`config.mk`:
```
export PLATFORM = sky130hd
export DESIGN_NAME = cdb_arbiter
export DESIGN_NICKNAME = d
export VERILOG_FILES = /design/src/rtl/cdb_pkg.sv /design/src/rtl/rr_arb.sv /design/src/rtl/cdb_arbiter.sv
export SDC_FILE = /design/constraint.sdc
export NUM_CORES = 1
export LEC_CHECK = 0
export CAP_MARGIN = 20
export CORE_ASPECT_RATIO = 2
export CORE_MARGIN = 2
export CORE_UTILIZATION = 25
export CTS_CLUSTER_DIAMETER = 30
export DETAILED_ROUTE_END_ITERATION = 16
export GPL_ROUTABILITY_DRIVEN = 0
export PLACE_DENSITY = 0.58
export SYNTH_ARGS = -nofsm -noshare
export SYNTH_HDL_FRONTEND = slang
export SYNTH_SLANG_ARGS = --single-unit
```
`constraint.sdc`:
```
create_clock -name clk -period 4 [get_ports clk]
set_input_delay 0.8 -clock clk [delete_from_list [all_inputs] [get_ports clk]]
set_output_delay 0.8 -clock clk [all_outputs]
set_load 0.03 [all_outputs]
```
`src/rtl/cdb_pkg.sv`:
```
// Shared common-data-bus definitions: broadcast packet layout and round-robin helpers.
package cdb_pkg;

   localparam int unsigned CDB_TAG_W  = 4;
   localparam int unsigned CDB_DATA_W = 32;

   typedef struct packed {
      logic [CDB_TAG_W-1:0]  tag;
      logic [CDB_DATA_W-1:0] wdata;
   } cdb_pkt_t;

   // Next round-robin position after idx, wrapping at n.
   function automatic int unsigned rr_wrap_inc(input int unsigned idx, input int unsigned n);
      return (idx == n - 1) ? 0 : idx + 1;
   endfunction

endpackage

```
`src/rtl/rr_arb.sv`:
```
// Combinational round-robin arbiter: first set req bit at or after ptr wins.
module rr_arb #(
   parameter int unsigned N     = 4,
   parameter int unsigned IDX_W = (N > 1) ? $clog2(N) : 1
) (
   input  logic [N-1:0]     req_i,
   input  logic [IDX_W-1:0] ptr_i,
   output logic [N-1:0]     gnt_o,
   output logic [IDX_W-1:0] gnt_idx_o,
   output logic             any_o
);

   logic [IDX_W-1:0] idx_c;

   always_comb begin
      gnt_o     = '0;
      gnt_idx_o = '0;
      any_o     = 1'b0;
      idx_c     = '0;
      for (int unsigned k = 0; k < N; k++) begin
         idx_c = IDX_W'((32'(ptr_i) + k) % N);
         if (!any_o && req_i[idx_c]) begin
            any_o        = 1'b1;
            gnt_idx_o    = idx_c;
            gnt_o[idx_c] = 1'b1;
         end
      end
   end

endmodule

```
`src/rtl/cdb_arbiter.sv`:
```
// Common data bus arbiter: round-robin grant among execution units, winner
// broadcast on the registered CDB port one cycle after its transfer.
module cdb_arbiter
   import cdb_pkg::*;
#(
   parameter int unsigned N_REQ = 4,
   parameter int unsigned TAG_W = CDB_TAG_W
) (
   input  logic                     clk,
   input  logic                     rst,
   input  logic [N_REQ-1:0]         exu_req,
   output logic [N_REQ-1:0]         exu_rdy,
   input  logic [N_REQ*TAG_W-1:0]   exu_tag,
   input  logic [N_REQ*32-1:0]      exu_wdata,
   output logic                     cdb_wr,
   output logic [TAG_W-1:0]         cdb_tag,
   output logic [31:0]              cdb_wdata
);

   localparam int unsigned PTR_W = (N_REQ > 1) ? $clog2(N_REQ) : 1;

   logic [PTR_W-1:0] ptr_q, ptr_d;
   logic             wr_q, wr_d;
   cdb_pkt_t         pkt_q, pkt_d;

   logic [N_REQ-1:0] gnt;
   logic [PTR_W-1:0] gnt_idx;
   logic             gnt_any;
   logic             xfer_c;
   logic [TAG_W-1:0] tag_mux;
   logic [31:0]      wdata_mux;

   rr_arb #(
      .N     (N_REQ),
      .IDX_W (PTR_W)
   ) u_rr_arb (
      .req_i     (exu_req),
      .ptr_i     (ptr_q),
      .gnt_o     (gnt),
      .gnt_idx_o (gnt_idx),
      .any_o     (gnt_any)
   );

   // Grants are suppressed while reset is held so nothing transfers into a dead bus.
   assign exu_rdy = rst ? '0 : gnt;
   assign xfer_c  = gnt_any & ~rst;

   // One-hot AND-OR select of the winning unit's result.
   always_comb begin
      tag_mux   = '0;
      wdata_mux = '0;
      for (int unsigned i = 0; i < N_REQ; i++) begin
         tag_mux   = tag_mux   | (exu_tag[i*TAG_W +: TAG_W] & {TAG_W{gnt[i]}});
         wdata_mux = wdata_mux | (exu_wdata[i*32 +: 32]     & {32{gnt[i]}});
      end
   end

   always_comb begin
      ptr_d = ptr_q;
      wr_d  = 1'b0;
      pkt_d = pkt_q;
      if (xfer_c) begin
         ptr_d       = PTR_W'(rr_wrap_inc(32'(gnt_idx), N_REQ));
         wr_d        = 1'b1;
         pkt_d.tag   = CDB_TAG_W'(tag_mux);
         pkt_d.wdata = wdata_mux;
      end
   end

   always_ff @(posedge clk or posedge rst) begin
      if (rst) begin
         ptr_q <= '0;
         wr_q  <= 1'b0;
         pkt_q <= '0;
      end else begin
         ptr_q <= ptr_d;
         wr_q  <= wr_d;
         pkt_q <= pkt_d;
      end
   end

   assign cdb_wr    = wr_q;
   assign cdb_tag   = TAG_W'(pkt_q.tag);
   assign cdb_wdata = pkt_q.wdata;

endmodule
```
# --- After elaboration in Yosys (flattened, before gate mapping) ---
# Index checks and enable logic that the tools add are counted.
word_totals:
  ff_bits: 39
  latch_bits: 0
  ramBits: 0
  romBits: 0
  inputBits: 150
  out_inout_bits: 41
  wordCells: 77
  n_memories: 0
classes:
  add_sub_neg: 4
  mul: 0
  n_div: 0
  n_lt_le_gt_ge: 8
  eq_ne: 1
  shift: 0
  mux: 31
  n_bitwise: 19
  reduce_logical: 10
ops:
  columns: ["operator", "n"]
  rows:
  - ["32-bit AND", 4]
  - ["32-bit OR", 3]
  - ["4-bit OR", 6]
  - ["4-bit 2-to-1 mux", 5]
  - ["4-bit AND", 4]
  - ["1-bit 2-to-1 mux", 13]
  - ["2-bit by 3-bit < comparator with 1-bit output (second input constant)", 4]
  - ["2-bit 2-to-1 mux", 5]
  - ["1-bit binary-select mux with 2-bit select", 4]
  - ["1-bit demux with 2-bit select", 4]
  - ["2-bit by 1-bit greater-or-equal comparator with 1-bit output (second input constant)", 4]
  - ["1-bit logical AND", 7]
  - ["2-bit by 1-bit adder with 2-bit output (second input constant)", 2]
  - ["2-bit adder (second input constant)", 2]
  - ["1-bit zero test", 3]
  - ["2-bit equality test (second input constant)", 1]
  - ["1-bit AND", 1]
  - ["1-bit inverter", 1]

# --- Depth between registers and ports, before layout ---
# Gate-level depths: netlist of the first run.
logic_depth:
  word_depth: 16
  mapped_depth: 11
  ltp_nobuf: 7

# --- Hierarchy ---
# From an unflattened synthesis of the first run, not the netlist that was laid out.
hier_totals:
  cells_unflattened: 265
  area_unflattened_um2: 2557.5
by_module_without_submodules:
  columns: ["mod", "n_inst", "cells_each", "area_per_inst_um2", "seq_area_each_um2"]
  rows:
  - ["cdb_arbiter", 1, 220, 2138.3, 975.9]
  - ["rr_arb", 1, 45, 419.2, 0.0]

# --- Worst setup path before layout of the first run ---
# No wires, ideal clock.
synth_timing:
  kind: "reg2out"
  from: "reg (tool-made name)"
  to: "out exu_rdy[2]"
  t_arrival_ns: 2.831
  t_required_ns: 3.200
  setup_slack_ns: 0.369
  path_stages_with_launch: 11
  path_cell_list: "dfrtp_1 > buf_6 > buf_2 > inv_1 > ha_1 > mux4_2 > nand3b_4 > a21oi_4 > buf_12 > a21oi_1 > nor2_1"
synth_lines:
  columns: ["item", "line_no", "rtl"]
  rows:
  - ["end, declared", "cdb_arbiter.sv:12", "output logic [N_REQ-1:0] exu_rdy,"]

# --- Final worst setup path of the first run ---
layout_timing:
  from: "in exu_req[3]"
  to: "out exu_rdy[2]"
layout_between:
  elab_chain_len: 13
layout_lines:
  columns: ["item", "line_no", "rtl"]
  rows:
  - ["start, declared", "cdb_arbiter.sv:11", "input logic [N_REQ-1:0] exu_req,"]
  - ["1-bit binary-select mux with 2-bit select", "rr_arb.sv:22", "if (!any_o && req_i[idx_c]) begin"]
  - ["1-bit 2-to-1 mux (implied by the code)", "rr_arb.sv:22", null]
  - ["1-bit 2-to-1 mux", "rr_arb.sv:22", null]
  - ["1-bit zero test", "rr_arb.sv:22", null]
  - ["1-bit logical AND", "rr_arb.sv:22", null]
  - ["1-bit 2-to-1 mux", "rr_arb.sv:22", null]
  - ["1-bit zero test", "rr_arb.sv:22", null]
  - ["1-bit logical AND", "rr_arb.sv:22", null]
  - ["1-bit 2-to-1 mux", "rr_arb.sv:22", null]
  - ["1-bit zero test", "rr_arb.sv:22", null]
  - ["1-bit logical AND", "rr_arb.sv:22", null]
  - ["4-bit 2-to-1 mux (*)", "rr_arb.sv:22", null]
  - ["4-bit 2-to-1 mux (*)", "cdb_arbiter.sv:45", "assign exu_rdy = rst ? '0 : gnt;"]
# Mark *: on every way between the ends. The rest lies on a longest branch, timed or not. The select of a mux whose other input is x is not followed.

==> results of run 1 <==
## layout by cell type (no fill, tap or decap), types with 5 or more instances in the layout
cell type / Yosys / layout
clkdlybuf4s50_1: 0 / 186
a32oi_1: 36 / 36
buf_4: 6 / 22
nand2_1: 43 / 41
a221oi_2: 33 / 33
nand3_1: 37 / 37
mux2i_1: 6 / 6
a31oi_1: 36 / 36
clkbuf_16: 0 / 5
and2_1: 25 / 25
a22oi_1: 75 / 75
dfrtp_1: 39 / 39
nor2_1: 44 / 44
nor3b_1: 5 / 5
and2_2: 11 / 11
## metal layers
metal / share of wire, % / up-vias / GRT usage (%) / routed length, um
li1: - / 2330 / - / -
met1: 35 / 2656 / 22.4 / 7600
met2: 52 / 352 / 38.1 / 11300
met3: 7.2 / 87 / 2.60 / 1550
met4: 5.3 / 0 / 14.4 / 1150
met5: 0 / - / 0 / 0
## registers in the layout (all words and copies together), names as in the netlist, named ones only
name,cells
cdb_wdata,32
cdb_wr,1
cdb_tag,4
ptr_q,1
## path summary, 6_finish.rpt
| kind | slack [ns] | cells past startpoint | endpoint |
|---|---|---|---|
| worst max-delay path | 0.14 | 9 | exu_rdy[2] |
| min in group asynchronous | 1.25 | 3 | cdb_tag[2] |
| worst max register to register | 1.06 | 8 | cdb_wdata[0] |
| worst min register to register | 0.56 | 2 | cdb_wdata[27] |
| worst min-delay path | 0.56 | 2 | cdb_wdata[27] |
| max in group asynchronous | 2.36 | 3 | cdb_wdata[24] |
## critical path: stages
cell             delay (ns)
clkdlybuf4s50_1        0.61
buf_4                  0.19
nor3b_1                0.24
o21ai_0                0.19
nand2_2                0.16
buf_6                  0.33
a21oi_1                0.12
nor2_1                 0.21
buf_4                  0.20
## synthesized netlist by cell type, drive strengths merged
| library cell | count | area [sq um] |
|---|---|---|
| a2111o | 3 | 33.8 |
| a211oi | 1 | 7.51 |
| a21oi | 3 | 30.0 |
| a221o | 1 | 10.0 |
| a221oi | 36 | 522 |
| a22oi | 75 | 563 |
| a31oi | 36 | 225 |
| a32oi | 36 | 315 |
| and2 | 36 | 239 |
| and2b | 2 | 18.8 |
| and3 | 3 | 18.8 |
| and3b | 2 | 17.5 |
| buf | 30 | 307 |
| clkbuf | 29 | 198 |
| dfrtp | 39 | 976 |
| dlygate4sd1 | 1 | 8.76 |
| dlygate4sd3 | 1 | 10.0 |
| dlymetal6s2s | 1 | 12.5 |
| ha | 8 | 100 |
| inv | 4 | 15.0 |
| mux2 | 3 | 37.5 |
| mux2i | 6 | 60.1 |
| mux4 | 4 | 97.6 |
| nand2 | 43 | 161 |
| nand2b | 6 | 45.0 |
| nand3 | 37 | 185 |
| nand3b | 1 | 20.0 |
| nor2 | 44 | 165 |
| nor2b | 1 | 6.26 |
| nor3 | 1 | 5.00 |
| nor3b | 5 | 37.5 |
| o211ai | 3 | 22.5 |
| o21ai | 2 | 10.0 |
| o221ai | 1 | 8.76 |
| o22ai | 4 | 25.0 |
| xnor2 | 1 | 8.76 |
## power breakdown
part	internal [W]	leakage (nW)	switching (W)	total, W
registers	0.000585	0.427	0.000113	0.000698
logic	0.00153	1.92	0.00268	0.00420
clock network	0.000358	0.0911	0.000168	0.000526
total	0.00247	2.44	0.00296	0.00542
## per-stage QoR
stage                     cell area (sq um)  total power, W  worst slack, ns
after floorplan                        4520         0.00374            0.369
after global placement                 6350         0.00470           0.0367
after CTS                              6540         0.00537            0.112
final                                  6540         0.00542            0.137
after detailed placement               6350         0.00483          -0.0542
after global routing                   6540         0.00570         0.000764
## what timing repair did
item / 4_1_cts / 5_1_grt
setup endpoints to repair: 2 / 1
hold buffers: 0 / 0
gates resized for setup: 2 / 1
## cell type report
type	count	area, sq um	area share (%)
Timing Repair Buffer	212	2080	31.7
Inverter	4	15.0	0.230
Clock inverter	2	60.1	0.918
Multi-Input combinational cell	404	3020	46.2
Sequential cell	39	976	14.9
Clock buffer	6	129	1.97
Tap cell	213	267	4.07
## logic make-up (layout without fill, tap and decap cells)
group	count (synthesis)	after routing
buf+inv	66	224
mux	13	13
compound gates	201	201
xor+xnor	1	1
fa+ha+maj	8	8
simple gates	181	181
flops	39	39
==> results.json, run 1 <==
{
  "post_cts_buffers": 0,
  "clkTransAtPathRegs_ns": 0.06,
  "syn_nets": 667,
  "ys_seq_area_share_pct": 21.6,
  "grt_overflow_total": 0,
  "ys.warnings.count": 0,
  "num_vias": 5425,
  "viasPerCell": 6.16,
  "yosys.area_share.adder_pct": 2.21,
  "cp.arrival_ns": 3.06,
  "clk_latency_ns": 0.28,
  "synth_xor_xnor_area_share_pct": 0.194,
  "netlist_instances": 509,
  "antenna_found_initial": 0,
  "hp-class": "reg2reg",
  "grt_pass1_vias": 5896,
  "die_area_sq_um": 19200,
  "final_nets": 824,
  "maxSlewViolCount": 0,
  "synth_compound_area_share_pct": 39.2,
  "clock_sinks": 39,
  "numCtsBuffers": 5,
  "layout-drive-gt1-share_pct": 14.5,
  "groute.usage.overall_pct": 21.2,
  "syn_area_sq_um": 4520,
  "rsz0062_at_grt": "false",
  "cts_tree": "built",
  "core_sq_um": 17800,
  "drtIter0Drc": 455,
  "fill_cells": 1815,
  "synthMuxAreaShare_pct": 4.32,
  "worstMarginPinSlew_ns": 0.754,
  "synthSimpleGateAreaFrac_pct": 20.3,
  "hold_violations": 0,
  "setup_tns_ns": 0,
  "maxCapViolations": 0,
  "crit_path_max_fanout": 34,
  "powerDensity_nw_per_um2": 829,
  "critPathKind": "in2out",
  "startpoint_type": "input pin",
  "p_leak_nw": 2.44,
  "avgSynthCellArea_sq_um": 8.89,
  "drtPass1Iterations": 7,
  "relSlewSlack_pct": 49.7,
  "root_buffer": "clkbuf_16",
  "worstPathRequired_ns": 3.20,
  "dp_hpwl_um": 14100,
  "fin_util_pct": 36.8,
  "period_needed_ns": 3.86,
  "h-tree-depth": 2,
  "stdcell_count": 880,
  "n_antenna_cell": 0,
  "routedWlPerCell_um": 24.6,
  "io_pins": 191,
  "fin_crit_sh_pct": 96.6,
  "synth_top_family_by_area": "compound AO/OA/AOI/OAI gates",
  "drcViolationCount": 0,
  "rows": 69,
  "clk_path_buf_depth": 2,
  "die_y_um": 194,
  "die_w_um": 99.1,
  "grt_max_degree": 40,
  "synthDistinctLibCells": 52,
  "ir_drop_mv": 0.606,
  "status": "completed",
  "fmax_mhz": 259,
  "skew_ns": 0.00189,
  "holdWs_ns": 0.556,
  "setup_viol": 0,
  "grt_pass1_wl_um": 32100,
  "port_buffers": 190,
  "area_delta_synth_final_pct": 44.6,
  "initial_core_util_pct": 25.4,
  "post-place-cells": 872,
  "end_kind": "output pin",
  "hold_start": "cdb_wdata[27]",
  "drtAntennaViolNets": 0,
  "ys_ff_latch": 39,
  "startpoint": "exu_req[3]",
  "routed_wl_um": 21600
}
No activity file was read; power rests on OpenSTA's default activity.
==> run 2: changes to the inputs <==
==> constraint.sdc (replaced) <==
create_clock -name clk -period 4.1 [get_ports clk]
set_input_delay 0.82 -clock clk [delete_from_list [all_inputs] [get_ports clk]]
set_output_delay 0.82 -clock clk [all_outputs]
set_load 0.03 [all_outputs]
==> run 2 against run 1 <==
Net effect: non-clock buffer count increased by 1; utilization increased by 0.13 points; clock skew increased by 0.0025 ns; largest cell class unchanged; highest routed layer unchanged.
==> results.json, run 2 (synthesis gave the netlist of run 1 again) <==
{
  "skew_ns": 0.00439,
  "clk_latency_ns": 0.28,
  "fin_crit_sh_pct": 96.4,
  "clk_path_buf_depth": 2,
  "cp.arrival_ns": 3.13,
  "post-place-cells": 873,
  "antenna_found_initial": 0,
  "grt_pass1_vias": 5774,
  "n_antenna_cell": 0,
  "ir_drop_mv": 0.523,
  "grt_max_degree": 40,
  "routed_wl_um": 21200,
  "crit_path_cell_trace": "clkdlybuf4s50_1, buf_4, nor3b_1, o211ai_1, nand2_2, buf_6, a21oi_1, nor2_1, buf_4",
  "layout.cells.most_common": "clkdlybuf4s50_1",
  "root_buffer": "clkbuf_16",
  "die_y_um": 194,
  "layout-drive-gt1-share_pct": 15.0,
  "cts_tree": "built",
  "swShare_pct": 54.1,
  "rsz0062_at_grt": "false",
  "relSlewSlack_pct": 51.2,
  "slowest_stage": "clkdlybuf4s50_1",
  "num_vias": 5412,
  "seqPwrFrac_pct": 13.0,
  "layout_common_cells": "clkdlybuf4s50_1 (186), a22oi_1 (75), nor2_1 (44), nand2_1 (41), dfrtp_1 (39)",
  "hold_depth": 2,
  "wl_met3_um": 1690,
  "final_nets": 825,
  "path_common_cell": "buf_4",
  "worstReg2RegEnd": "cdb_wdata[5]",
  "dp_hpwl_um": 14000,
  "critPathKind": "in2out",
  "hold_start": "cdb_wdata[19]",
  "fill_cells": 1785,
  "setup_viol": 0,
  "worstMarginPinSlew_ns": 0.732,
  "p_int_w": 0.00241,
  "status": "completed",
  "clock_sinks": 39,
  "grt_overflow_total": 0,
  "groute.usage.overall_pct": 20.9,
  "drcViolationCount": 0,
  "stdcell_count": 881,
  "post_cts_buffers": 0,
  "crit_path_max_fanout": 33,
  "powerDensity_nw_per_um2": 800,
  "largest_register_ffs": 32,
  "die_area_sq_um": 19200,
  "drtPass1Iterations": 8,
  "port_buffers": 190,
  "setup_tns_ns": 0,
  "drtIter0Drc": 529,
  "rows": 69,
  "fmax_mhz": 253,
  "crit_buf_inv": 4,
  "hold_violations": 0,
  "numCtsBuffers": 5,
  "reg2reg_depth": 8,
  "clkTransAtPathRegs_ns": 0.06,
  "crit_path_max_incr_delay_ns": 0.56,
  "initial_core_util_pct": 25.4,
  "hp-class": "reg2reg",
  "min_to": "cdb_wdata[19]",
  "area_delta_synth_final_pct": 45.1,
  "io_pins": 191,
  "p_leak_nw": 2.46,
  "clkPwrFrac_pct": 9.8,
  "power.switching_w": 0.00284,
  "routedWlPerCell_um": 24.1,
  "startpoint_type": "input pin",
  "r2r_setup_slack_ns": 1.15,
  "die_w_um": 99.1,
  "h-tree-depth": 2,
  "highest_layer": "met4",
  "drtAntennaViolNets": 0,
  "core_sq_um": 17800,
  "power.total_w": 0.00525,
  "wl_met2_um": 11200,
  "detail_route.wirelength.met1_um": 7180,
  "maxSlewViolCount": 0,
  "cts_hold_buf": 0,
  "maxCapViolations": 0,
  "worstPathRequired_ns": 3.28,
  "fin_util_pct": 36.9,
  "comb_power_share_pct": 77.2,
  "grt_pass1_wl_um": 31600,
  "viasPerCell": 6.14,
  "period_needed_ns": 3.95,
  "end_kind": "output pin",
  "crit_family": "buffers and inverters"
}
==> run 2: per-layer routing <==
layer / track usage [%] / vias up
met2: 38.1 / 382
met3: 2.20 / 98
li1: - / 2339
met4: 13.7 / 0
met1: 22.0 / 2593
met5: 0 / -
==> run 2: how the worst max path moves through the flow <==
stage | start | to | slack, ns | cells past startpoint
after floorplan | flop | exu_rdy[2] | 0.45 | 10
final | exu_req[0] | exu_rdy[2] | 0.15 | 9
after detailed placement | exu_req[2] | exu_rdy[1] | 0.09 | 6
after CTS | exu_req[2] | exu_rdy[1] | 0.09 | 6
after global routing | exu_req[0] | exu_rdy[2] | 0.07 | 9
after global placement | exu_req[3] | exu_rdy[1] | 0.16 | 6
==> run 2: what timing repair did <==
action | 4_1_cts | 5_1_grt
endpoints found under the setup margin | 0 | 3
hold endpoints to repair | 0 | 0
resized for setup | 0 | 5
==> run 2: layout make-up <==
class	count	area, sq um	area share (%)
multi-input cells	404	3030	46.1
clock inverters	2	60.1	0.915
well taps	213	267	4.06
inverters	4	15.0	0.229
clock buffers	6	129	1.96
flip-flops and latches	39	976	14.9
repair buffers	213	2090	31.9
==> run 2: worst register-to-register path, stage by stage, from the launching register on <==
cell and delay [ns]:
dfrtp_1 0.34, inv_1 0.15, ha_1 0.61, mux4_2 0.44, nand3b_4 0.19, a21oi_4 0.13
buf_4 0.60, a221oi_1 0.23, a31oi_1 0.18
==> run 2: through the flow <==
step	area, sq um	hold slack (ns)	setup WS (ns)
detailed placement	6360	0.546	0.0864
global placement	6360	0.540	0.163
finish	6560	0.553	0.147
floorplan	4520	0.685	0.449
CTS	6550	0.556	0.0852
global route	6560	0.584	0.0697
==> run 2: power groups by stage <==
| stage | Combinational, W | Sequential [W] | Clock, W |
|---|---|---|---|
| floorplan | 0.00264 | 0.00102 | 0 |
| global placement | 0.00389 | 0.000685 | 0 |
| detailed placement | 0.00400 | 0.000692 | 0 |
| CTS | 0.00401 | 0.000684 | 0.000536 |
| global route | 0.00428 | 0.000704 | 0.000552 |
| finish | 0.00406 | 0.000683 | 0.000512 |
